## config.mk

```make
export PLATFORM = sky130hd
export DESIGN_NAME = deco_rr_arbiter
export DESIGN_NICKNAME = d
export VERILOG_FILES = /design/src/rtl/deco_pkg.sv /design/src/rtl/deco.sv /design/src/rtl/deco_rr_pick.sv /design/src/rtl/deco_rr_arbiter.sv
export SDC_FILE = /design/constraint.sdc
export NUM_CORES = 1
export LEC_CHECK = 0
export CAP_MARGIN = 15
export CORE_UTILIZATION = 46
export CTS_BUF_LIST = sky130_fd_sc_hd__clkbuf_8 sky130_fd_sc_hd__clkbuf_16
export DETAILED_ROUTE_END_ITERATION = 10
export GPL_TIMING_DRIVEN = 0
export PLACE_DENSITY = 0.85
export SYNTH_ARGS = -nofsm -noshare
export SYNTH_HDL_FRONTEND = slang
export SYNTH_SLANG_ARGS = --single-unit
export TNS_END_PERCENT = 10
```

## constraint.sdc

```tcl
create_clock -name clk -period 3.84 [get_ports clk]
set_input_delay 0.768 -clock clk [delete_from_list [all_inputs] [get_ports clk]]
set_output_delay 0.768 -clock clk [all_outputs]
set_load 0.03 [all_outputs]
```

## src/rtl/deco_pkg.sv

```systemverilog
// Shared types and the reference BCD conversion for the DECO arbiter slice.
// Pure definitions, no logic and no latency.
// No handshakes; users own all flow control.
package deco_pkg;

    localparam int DIN_W = 4;
    localparam int BCD_W = 8;

    typedef enum logic [1:0] {
        IDLE,
        DECODE,
        RESP
    } deco_arb_state_t;

    function automatic logic [7:0] bin2bcd(input logic [3:0] v);
        if (v > 4'd9) begin
            return {4'h1, v - 4'd10};
        end
        return {4'h0, v};
    endfunction

endpackage

```

## src/rtl/deco.sv

```systemverilog
// DECO: 4-bit binary value to two-digit BCD {tens, units}.
// Combinational, zero latency.
// No handshake; the caller decides when the output is used.
module deco
    import deco_pkg::*;
(
    input  logic [DIN_W-1:0] data_in,
    output logic [BCD_W-1:0] data_out
);

    // Adding 6 modulo 16 yields the units digit for 10..15.
    assign data_out = (data_in >= 4'd10) ? {4'h1, data_in + 4'd6}
                                         : {4'h0, data_in};

endmodule

```

## src/rtl/deco_rr_pick.sv

```systemverilog
// Round-robin picker: first requester strictly after last_grant, wrapping.
// Combinational, zero latency.
// No handshake; an all-zero req gives an all-zero grant.
module deco_rr_pick #(
    parameter int NUM_REQ = 4,
    parameter int IDW     = $clog2(NUM_REQ)
) (
    input  logic [NUM_REQ-1:0] req,
    input  logic [IDW-1:0]     last_grant,
    output logic [NUM_REQ-1:0] grant,
    output logic [IDW-1:0]     grant_id
);

    logic [NUM_REQ-1:0] upper;
    logic [NUM_REQ-1:0] sel_vec;

    // Prefer requesters above the pointer; fall back to the lowest overall.
    always_comb begin
        upper = '0;
        for (int i = 0; i < NUM_REQ; i++) begin
            upper[i] = req[i] && (i > int'(last_grant));
        end
        sel_vec = (|upper) ? upper : req;
    end

    always_comb begin
        grant    = '0;
        grant_id = '0;
        for (int i = NUM_REQ - 1; i >= 0; i--) begin
            if (sel_vec[i]) begin
                grant    = '0;
                grant[i] = 1'b1;
                grant_id = IDW'(i);
            end
        end
    end

endmodule

```

## src/rtl/deco_rr_arbiter.sv

```systemverilog
// Round-robin share of one DECO among NUM_REQ requesters; DECO_CHECK_EN adds a result checker.
// Accept to rsp_valid: 2 cycles; at least 3 cycles per transaction.
// One item in flight; req_ready stays low until the response is taken.
module deco_rr_arbiter
    import deco_pkg::*;
#(
    parameter int NUM_REQ = 4,
    parameter int IDW     = $clog2(NUM_REQ)
) (
    input  logic                     clk,
    input  logic                     rst_n,
    input  logic [NUM_REQ-1:0]       req_valid,
    input  logic [DIN_W*NUM_REQ-1:0] req_data,
    output logic [NUM_REQ-1:0]       req_ready,
    output logic                     rsp_valid,
    input  logic                     rsp_ready,
    output logic [IDW-1:0]           rsp_id,
    output logic [BCD_W-1:0]         rsp_bcd,
    output logic                     busy,
    output logic                     chk_err,
    output logic [7:0]               err_cnt
);

    deco_arb_state_t    state;
    logic [IDW-1:0]     last_grant;
    logic [IDW-1:0]     lat_id;
    logic [DIN_W-1:0]   lat_data;
    logic [NUM_REQ-1:0] pick_grant;
    logic [IDW-1:0]     pick_id;
    logic [BCD_W-1:0]   deco_out;

    deco_rr_pick #(
        .NUM_REQ (NUM_REQ),
        .IDW     (IDW)
    ) u_pick (
        .req        (req_valid),
        .last_grant (last_grant),
        .grant      (pick_grant),
        .grant_id   (pick_id)
    );

    deco u_deco (
        .data_in  (lat_data),
        .data_out (deco_out)
    );

    assign req_ready = (state == IDLE) ? pick_grant : '0;
    assign busy      = (state != IDLE);

    always_ff @(posedge clk or negedge rst_n) begin
        if (!rst_n) begin
            state      <= IDLE;
            last_grant <= IDW'(NUM_REQ - 1);
            lat_id     <= '0;
            lat_data   <= '0;
            rsp_valid  <= 1'b0;
            rsp_id     <= '0;
            rsp_bcd    <= '0;
        end else begin
            case (state)
                IDLE: begin
                    if (|req_valid) begin
                        lat_data <= req_data[int'(pick_id)*DIN_W +: DIN_W];
                        lat_id   <= pick_id;
                        state    <= DECODE;
                    end
                end
                DECODE: begin
                    rsp_bcd   <= deco_out;
                    rsp_id    <= lat_id;
                    rsp_valid <= 1'b1;
                    state     <= RESP;
                end
                RESP: begin
                    if (rsp_ready) begin
                        rsp_valid  <= 1'b0;
                        last_grant <= lat_id;
                        state      <= IDLE;
                    end
                end
                default: state <= IDLE;
            endcase
        end
    end

`ifdef DECO_CHECK_EN
    logic       chk_err_q;
    logic [7:0] err_cnt_q;

    // Compares exactly what is being registered into rsp_bcd on this edge.
    always_ff @(posedge clk or negedge rst_n) begin
        if (!rst_n) begin
            chk_err_q <= 1'b0;
            err_cnt_q <= 8'h00;
        end else begin
            chk_err_q <= 1'b0;
            if (state == DECODE && deco_out != bin2bcd(lat_data)) begin
                chk_err_q <= 1'b1;
                if (err_cnt_q != 8'hFF) begin
                    err_cnt_q <= err_cnt_q + 8'd1;
                end
            end
        end
    end

    assign chk_err = chk_err_q;
    assign err_cnt = err_cnt_q;
`else
    assign chk_err = 1'b0;
    assign err_cnt = 8'h00;
`endif

endmodule
```

==> results of run 1 <==
==> critical path: stages <==
cell             delay (ps)
clkdlybuf4s50_1         570
a21oi_1                  90
o211ai_1                220
nand2b_1                120
nor3_1                  210
clkdlybuf4s50_1         710
==> metal layers <==
metal	vias up	track usage, %	share of wire (%)
met3	9	2.61	5.3
met4	0	10.5	3.6
met5	-	0	0
met2	41	35.0	48
li1	520	-	-
met1	477	22.0	43
==> Yosys cell counts <==
cell      count
a211oi_1     11
a211oi_2      4
a21o_1        2
a21oi_1       5
a22o_1        1
a31oi_2       1
buf_2         1
buf_4        12
buf_6         1
clkbuf_1      1
clkbuf_2      1
conb_1        1
dfrtp_1      16
dfstp_2       2
ha_1          1
inv_1        11
mux2_2        5
mux2i_1       5
nand2_1       8
nand2b_1      4
nand3_1       2
nor2_1        9
nor2b_1       2
nor3_1        1
nor3b_1       1
o211ai_1      1
o21ai_0       9
o21ai_1       1
o21ai_2       1
o22ai_2       1
o31a_1        1
or2_0         1
or2_2         1
or2b_1        1
or4_4         1
==> stage by stage <==
step,setup slack [ps],total power (µW),hold WS [ps]
global placement,417,1030,457
finish,378,1210,482
CTS,357,1220,480
global route,261,1300,505
floorplan,1230,837,437
detailed placement,379,1060,465
==> power groups by stage <==
| stage | Clock, µW | Combinational (µW) | Sequential (µW) |
|---|---|---|---|
| after floorplan | 0 | 400 | 438 |
| after global placement | 0 | 664 | 368 |
| after detailed placement | 0 | 682 | 374 |
| after CTS | 158 | 689 | 374 |
| after global routing | 167 | 744 | 388 |
| final | 155 | 683 | 374 |
==> final timing paths <==
path / end / start / slack, ps
hold / removal: rsp_valid$_DFFE_PN0P_ / state[1]$_DFFE_PN0P_ / 480
max in group asynchronous: rsp_bcd[3]$_DFFE_PN0P_ / rst_n / 2390
setup reg to reg: lat_data[1]$_DFFE_PN0P_ / state[1]$_DFFE_PN0P_ / 2090
setup / recovery: req_ready[1] / req_valid[1] / 380
hold reg to reg: rsp_valid$_DFFE_PN0P_ / state[1]$_DFFE_PN0P_ / 480
min in group asynchronous: rsp_id[1]$_DFFE_PN0P_ / rst_n / 960
==> placed cells by master, fill, tap and decap left out, drive strengths merged <==
cell type       n
o21ai          11
a21oi           5
nand2           8
a22o            1
nor3b           1
or4             1
nor2            9
nand3           2
inv            11
nor2b           2
a21o            2
o211ai          1
o22ai           1
nand2b          4
a31oi           1
dfstp           2
mux2i           5
or2             2
a211oi         15
ha              1
mux2            5
buf            14
nor3            1
clkbuf          6
clkdlybuf4s50  35
o31a            1
or2b            1
conb           12
dfrtp          16
==> sequential cells by signal, summed over array words and instances, names as in the netlist <==
register	flops
lat_id	2
rsp_valid	1
state	2
lat_data	4
last_grant	2
rsp_bcd	5
rsp_id	2
==> layout make-up <==
type	instances	area [µm²]
Multi-Input combinational cell	92	601
Fill cell	197	647
Inverter	11	41.3
Buffer	16	115
Timing Repair Buffer	35	350
Clock buffer	4	55.1
Sequential cell	18	453
Tap cell	28	35.0
==> logic make-up (layout without fill, tap and decap cells) <==
logic type      count (synthesis)  in the layout  synth area share [%]
flops                          18             18                  38.8
buf+inv                        27             66                  13.4
simple gates                   31             31                  13.3
compound gates                 38             38                  24.1
fa+ha+maj                       1              1                  1.07
mux                            10             10                  9.10
other cells                     1             12                 0.321
==> impl_metrics.csv, run 1 <==
group,metric,value,unit
run_status,outcome,"complete, no violations",
worst_hold_path,min_delay_path_depth,1,
clock_network,cts_max_path_buffers,2,
routing,routed-via-count,1047,
floorplan,ioPinCount,48,
layout,drive_gt1_share,19.9,%
pwr,switchingPower,519,µW
worst_hold_path,min-delay-path-class,"register to register",
floorplan,core-area,2300,µm²
placement,hpwlAfterDp,1.92,mm
logic_synthesis,synthCells,126,
floorplan,initial_core_util,50.9,%
clock_network,cts_sinks,18,
flow_run,cap_violations,0,
layout,post-route-cell-area,1650,µm²
grt,grt_start_max_net_pins,19,
logic_synthesis,post-synth-top-area-cell,"dfrtp_1",
routing,ant_nets,0,
logic_synthesis,ys_top_cells_by_area,"dfrtp_1 34%, buf_4 7.7%, a211oi_1 7.1%",
layout,finalCoreUtilization,71.8,%
clock_network,cts_hold_buffers,0,
setup_path,setup.worst_path.end_class,"primary output",
pwr,clkPwrFrac,12.8,%
layout,nets,201,
grt,first_global_vias,962,
sta,slew_headroom,47.9,%
placement,dpl.cell_count,200,
pwr,power_density_relative_to_cell_area,734,nW/µm²
floorplan,die_area,2750,µm²
pwr,p_sw_share,42.8,%
grt,overflow_left_after_global_routing,0,
sta,finalHoldViolCount,0,
pwr,share_seq_of_total_power,30.9,%
routing,wire_length_per_cell,12.1,µm
clock_network,post_cts_resized,0,
setup_path,critical_path_peak_fanout,6,
clock_network,root_buffer,"clkbuf_8",
routing,detail_route.drc_violations,0,
setup_path,crit_type,"primary input to primary output",
logic_synthesis,synth.lib_cells_used.distinct,35,
placement,placement.cell_area,1600,µm²
setup_path,cp_data_arrival_time,2690,ps
pwr,p_leak,0.000746,µW
routing,firstDrtPassIters,4,
logic_synthesis,synthDominantCellAreaShare,34.3,%
layout,syn_to_final_growth,41.2,%
grt,initial_antenna_violation_count,0,
setup_path,worst-endpoint-required,3070,ps
grt,groute.usage.overall,19.5,%
pwr,power_frac_comb,56.4,%
logic_synthesis,synth.ff_latch_count,18,
logic_synthesis,avgSynthCellArea,9.27,µm²
clock_network,cts_tree,"done",
sta,achievable-frequency,289,MHz
sta,fin_crit_sh,90.2,%
routing,finalWirelength,2.47,mm
clock_network,clkTransAtPathRegs,70,ps
floorplan,die_h,52.4,µm
routing,via_per_inst,5.13,
pwr,intPower,693,µW
logic_synthesis,yosys_warnings,0,
pwr,vdd_ir_max,0.000518,V
sta,max_slew.worst_pin.slew,779,ps
setup_path,reg2reg_depth,5,
layout,finish.cell_count_without_fillers,204,
grt,grt_pass1_wl,3.95,mm
sta,slew_limit_fails,0,
layout,num_antenna_cells,0,
sta,accumulated_negative_setup_slack,0,ps
logic_synthesis,yosysSeqAreaShare,38.8,%
sta,final_period_minus_worst_setup_slack,3460,ps
sta,grt_setup_unrepaired,"false",
floorplan,std_cell_rows,17,
placement,port_buffers,35,
logic_synthesis,netlist_area,1170,µm²
routing,drt_first_iter_violations,7,
clock_network,postCtsSetupRepairBufs,0,
sta,fin_skew,2.08,ps
setup_path,critical_path.startpoint_type,"primary input",
clock_network,cts-buffers-inserted,3,
clock_network,cts_max_level,1,
placement,gpl.final_weighted_congestion,0.711,
sta,setup_viol_count_final,0,
clock_network,insertion_delay,260,ps
floorplan,die-width,52.4,µm
No activity file was read; power rests on OpenSTA's default activity.
==> run 2, diff against run 1 <==
Settings changed: CORE_MARGIN set to 3.
==> run 2 against run 1 <==
Effect of this change: clock power fell by 16%; wire length rose by 7.0%; via count fell by 1.1%; clock-buffer cell count fell by 1; first-iteration DRC count rose by 140%; sequential power barely moved; critical path depth did not move; worst hold slack barely moved; register-to-register slack got worse by 60 ps; fmax fell by 0.26%; largest power group unchanged; highest routed layer unchanged.
==> impl_metrics.csv, run 2 (synthesized netlist as in run 1, its figures left out) <==
group,metric,value,unit
pwr,vdd_ir_max,0.000555,V
clock_network,cts_max_path_buffers,2,
floorplan,core-area,2320,µm²
layout,nets,201,
placement,port_buffers,35,
setup_path,maximum_cell_stage_delay_along_the_critical_path,710,ps
floorplan,ioPinCount,48,
floorplan,die_h,56.4,µm
clock_network,cts_tree,"done",
floorplan,die_area,3180,µm²
layout,final_cell_mix,"35 x clkdlybuf4s50_1, 16 x dfrtp_1, 12 x inv_1, 12 x buf_4, 12 x conb_1",
layout,final_common_cell,"clkdlybuf4s50_1",
placement,gpl.final_weighted_congestion,0.865,
run_status,outcome,"complete, no violations",
setup_path,critical_path_peak_fanout,6,
setup_path,critical_path.startpoint_type,"primary input",
clock_network,cts-buffers-inserted,3,
layout,area_occupied_by_multi_input_gates,601,µm²
setup_path,crit_type,"primary input to primary output",
floorplan,initial_core_util,50.4,%
routing,firstDrtPassIters,4,
setup_path,setup.worst_path.end_class,"primary output",
sta,final_period_minus_worst_setup_slack,3470,ps
routing,detail_route.drc_violations,0,
layout,reg_with_most_ffs,"rsp_bcd",
layout,drive_gt1_share,19.3,%
grt,grt_pass1_wl,4.67,mm
layout,syn_to_final_growth,40.4,%
routing,via_per_inst,5.08,
layout,num-fill-cells,202,
pwr,p_leak,0.000744,µW
sta,slew_headroom,47.9,%
sta,setup_viol_count_final,0,
clock_network,post_cts_resized,0,
flow_run,cap_violations,0,
setup_path,worst_path_max_delay_cell,"clkdlybuf4s50_1",
grt,overflow_left_after_global_routing,0,
sta,fin_skew,1.25,ps
routing,ant_nets,0,
routing,topRoutingLayerUsed,"met4",
clock_network,insertion_delay,250,ps
sta,grt_setup_unrepaired,"false",
routing,finalWirelength,2.65,mm
routing,dr_wl_met2,1.37,mm
grt,first_global_vias,1053,
sta,slew_limit_fails,0,
setup_path,worst-endpoint-required,3070,ps
sta,finalHoldViolCount,0,
clock_network,cts_hold_buffers,0,
sta,accumulated_negative_setup_slack,0,ps
routing,wire_length_per_cell,13.0,µm
layout,num_antenna_cells,0,
routing,drt_first_iter_violations,17,
setup_path,crit_chain,"clkdlybuf4s50_1 -> a21oi_1 -> o211ai_1 -> nand2b_1 -> a211oi_1 -> clkdlybuf4s50_1",
placement,hpwlAfterDp,2.19,mm
routing,met3_length,165,µm
grt,initial_antenna_violation_count,0,
worst_hold_path,min-delay-path-class,"register to register",
layout,largest_registers,"rsp_bcd (5), lat_data (4)",
routing,drt-met1-wl,1.08,mm
setup_path,most_repeated_library_cell_on_the_critical_path,"clkdlybuf4s50_1",
sta,max_slew.worst_pin.slew,780,ps
clock_network,cts_sinks,18,
layout,ff_latch_area,453,µm²
layout,post-route-cell-area,1640,µm²
clock_network,postCtsSetupRepairBufs,0,
clock_network,clkTransAtPathRegs,60,ps
sta,achievable-frequency,288,MHz
placement,placement.cell_area,1600,µm²
floorplan,std_cell_rows,17,
grt,groute.usage.overall,18.0,%
clock_network,cts_max_level,1,
routing,routed-via-count,1036,
clock_network,root_buffer,"clkbuf_8",
setup_path,cp_data_arrival_time,2700,ps
layout,largest_reg_flops,5,
pwr,power_density_relative_to_cell_area,729,nW/µm²
floorplan,die-width,56.4,µm
sta,fin_crit_sh,90.4,%
grt,grt_start_max_net_pins,19,
[run 2: area by class of cell]
type,count,share of cell area (%)
Sequential cell,18,27.6
Clock inverter,1,0.229
Multi-Input combinational cell,92,36.6
Timing Repair Buffer,35,21.4
Tap cell,28,2.14
Clock buffer,3,2.52
Inverter,11,2.52
Buffer,16,7.02
[run 2: through the flow]
| step | cells | total power, µW | hold slack [ps] | setup WS (ps) | utilization [%] |
|---|---|---|---|---|---|
| 2_1_floorplan | 137 | 837 | 437 | 1230 | - |
| 3_3_place_gp | 200 | 1040 | 453 | 417 | 68.8 |
| 3_5_place_dp | 200 | 1070 | 478 | 410 | 68.8 |
| 4_1_cts | 204 | 1200 | 484 | 378 | 70.8 |
| 5_1_grt | 204 | 1290 | 511 | 224 | 70.8 |
| 6_report | 204 | 1200 | 483 | 369 | 70.8 |
[run 2: path summary, 6_finish.rpt]
path / from / slack [ps] / depth (start not counted) / endpoint
min in group asynchronous: rst_n / 980 / 1 / rsp_id[0]$_DFFE_PN0P_
hold reg to reg: state[1]$_DFFE_PN0P_ / 480 / 1 / rsp_valid$_DFFE_PN0P_
hold / removal: state[1]$_DFFE_PN0P_ / 480 / 1 / rsp_valid$_DFFE_PN0P_
setup reg to reg: last_grant[1]$_DFFE_PN1P_ / 2030 / 5 / lat_data[0]$_DFFE_PN0P_
max in group asynchronous: rst_n / 2380 / 1 / lat_id[1]$_DFFE_PN0P_
setup / recovery: req_valid[1] / 370 / 6 / req_ready[2]
[run 2: critical path, delay by kind of cell]
kind            cells  cell delay, ps
buf+inv             2            1300
simple gates        1             130
compound gates      3             510
[run 2: where the power goes]
part           leakage, µW  internal (µW)  total, µW  switching (µW)
sequential        0.000210            294        373            78.3
combinational     0.000507            307        694             386
clock            0.0000269           70.8        130            59.0
total             0.000744            673       1200             524
[run 2: routing by layer]
metal / global-route usage (%) / vias to the layer above
li1: - / 517
met5: 0 / -
met1: 21.1 / 470
met3: 3.68 / 4
met2: 32.4 / 45
met4: 6.10 / 0
==> run 3, diff against run 2 <==
Settings changed: CELL_PAD_IN_SITES_DETAIL_PLACEMENT set to 1, CELL_PAD_IN_SITES_GLOBAL_PLACEMENT set to 1, CORE_MARGIN 3 to not set, CORE_UTILIZATION 46 to 33, PLACE_DENSITY 0.85 to not set, PLACE_DENSITY_LB_ADDON set to 0.1.
Clock period 3.84 ns to 4.2 ns, I/O delays scaled along.
==> run 3 against run 2 <==
Effect of this change: critical path depth stayed put; combinational power is 9.9% lower; non-clock buffer count unchanged; via count decreased by 2.0%; cell area grew 1.4%; die area increased by 19%; sequential share of layout area decreased by 0.37 points; clock power is 10% lower; clock-buffer cell count stayed put; worst hold slack about the same; setup slack better by 240 ps; wire length down 3.7%.
==> impl_metrics.csv, run 3 (synthesized netlist as in run 1, its figures left out) <==
group,metric,value,unit
routing,via_per_inst,4.57,
setup_path,critical_path.startpoint_type,"primary input",
clock_network,clkTransAtPathRegs,70,ps
layout,final_common_cell,"clkdlybuf4s50_1",
sta,grt_setup_unrepaired,"false",
floorplan,die-width,61.5,µm
clock_network,insertion_delay,250,ps
pwr,power_density_relative_to_cell_area,651,nW/µm²
pwr,switchingPower,468,µW
layout,num-fill-cells,428,
layout,area_occupied_by_multi_input_gates,601,µm²
sta,achievable-frequency,278,MHz
worst_hold_path,min-delay-path-class,"register to register",
routing,ant_nets,0,
pwr,p_leak,0.000744,µW
sta,max_slew.worst_pin.slew,745,ps
floorplan,die_h,61.5,µm
clock_network,cts_tree,"done",
floorplan,initial_core_util,34.7,%
grt,overflow_left_after_global_routing,0,
sta,setup_viol_count_final,0,
setup_path,cp_data_arrival_time,2750,ps
clock_network,cts_hold_buffers,0,
routing,finalWirelength,2.55,mm
clock_network,postCtsSetupRepairBufs,0,
pwr,share_seq_of_total_power,31.6,%
sta,postLayoutSetupSlackWorst,606,ps
setup_path,crit_type,"primary input to primary output",
floorplan,std_cell_rows,21,
sta,accumulated_negative_setup_slack,0,ps
layout,ff_latch_area,453,µm²
setup_path,crit_chain,"clkdlybuf4s50_1 -> a21oi_1 -> o211ai_1 -> nand2b_1 -> a211oi_1 -> clkdlybuf4s50_1",
pwr,p_sw_share,43.2,%
sta,fin_crit_sh,85.6,%
grt,grt_pass1_wl,4.21,mm
clock_network,post_cts_resized,0,
placement,gpl.final_weighted_congestion,0.811,
setup_path,maximum_cell_stage_delay_along_the_critical_path,700,ps
routing,drt_first_iter_violations,29,
layout,drive_gt1_share,19.3,%
grt,initial_antenna_violation_count,0,
setup_path,worst-endpoint-required,3360,ps
clock_network,cts_max_level,1,
setup_path,critical_path_peak_fanout,6,
pwr,power_frac_comb,57.7,%
placement,hpwlAfterDp,2.14,mm
setup_path,path_buf_inv,2,
layout,final_cell_mix,"35 x clkdlybuf4s50_1, 16 x dfrtp_1, 12 x inv_1, 12 x buf_4, 12 x conb_1",
clock_network,cts_sinks,18,
setup_path,most_repeated_library_cell_on_the_critical_path,"clkdlybuf4s50_1",
placement,port_buffers,35,
floorplan,die_area,3780,µm²
clock_network,cts-buffers-inserted,3,
sta,slew_headroom,50.1,%
layout,largest_registers,"rsp_bcd (5), lat_data (4)",
setup_path,worst_path_max_delay_cell,"clkdlybuf4s50_1",
sta,finalHoldViolCount,0,
floorplan,ioPinCount,48,
floorplan,core-area,3360,µm²
sta,worst_hold_slack,482,ps
layout,largest_reg_flops,5,
sta,slew_limit_fails,0,
flow_run,cap_violations,0,
routing,wire_length_per_cell,11.5,µm
grt,groute.usage.overall,14.9,%
pwr,vdd_ir_max,0.000173,V
placement,place_ws,593,ps
sta,fin_skew,5.27,ps
routing,firstDrtPassIters,4,
setup_path,setup.worst_path.end_class,"primary output",
layout,nets,201,
setup_path,critical-path-top-delay-family,"buffers and inverters",
layout,num_antenna_cells,0,
grt,grt_start_max_net_pins,19,
routing,routed-via-count,1015,
grt,first_global_vias,1007,
pwr,intPower,615,µW
clock_network,cts_max_path_buffers,2,
routing,detail_route.drc_violations,0,
clock_network,root_buffer,"clkbuf_8",
layout,reg_with_most_ffs,"rsp_bcd",
run_status,outcome,"complete, no violations",
sta,final_period_minus_worst_setup_slack,3590,ps
layout,syn_to_final_growth,42.3,%
pwr,clkPwrFrac,10.8,%
[run 3: cell counts in the layout (fill, tap and decap cells not counted)]
Identical to the previous run, type by type.
[run 3: worst paths after layout]
check / slack [ps] / depth (start not counted) / endpoint / from
setup / recovery: 610 / 6 / req_ready[2] / req_valid[1]
hold / removal: 480 / 1 / rsp_bcd[2]$_DFFE_PN0P_ / rsp_bcd[2]$_DFFE_PN0P_
setup reg to reg: 2440 / 5 / lat_data[2]$_DFFE_PN0P_ / last_grant[1]$_DFFE_PN1P_
hold reg to reg: 480 / 1 / rsp_bcd[2]$_DFFE_PN0P_ / rsp_bcd[2]$_DFFE_PN0P_
max in group asynchronous: 2700 / 1 / lat_id[0]$_DFFE_PN0P_ / rst_n
min in group asynchronous: 1030 / 1 / rsp_bcd[0]$_DFFE_PN0P_ / rst_n
[run 3: power groups by stage]
stage	combinational, µW	sequential [µW]	clock [µW]
after detailed placement	632	347	0
after floorplan	366	400	0
after CTS	634	344	123
final	625	342	117
after global placement	614	340	0
after global routing	693	356	130
[run 3: layout make-up]
cell class                      instances  share of cell area, %
Inverter                               11                   2.48
Clock buffer                            3                   2.48
Clock inverter                          1                  0.226
Buffer                                 16                   6.92
Timing Repair Buffer                   35                   21.1
Multi-Input combinational cell         92                   36.1
Tap cell                               46                   3.46
Sequential cell                        18                   27.2
[run 3: per-stage QoR]
step	area (µm²)	std cells	power [µW]	utilization [%]
after global routing	1660	222	1180	49.4
after detailed placement	1620	218	980	48.1
after CTS	1660	222	1100	49.4
final	1660	222	1080	49.4
after floorplan	1210	137	766	-
after global placement	1620	218	955	48.1
[run 3: metal layers]
metal,wire length (µm),track usage [%],up-vias
met4,19,6.67,0
met3,115,1.68,2
li1,-,-,519
met5,0,0,-
met1,1150,18.5,464
met2,1260,26.0,30
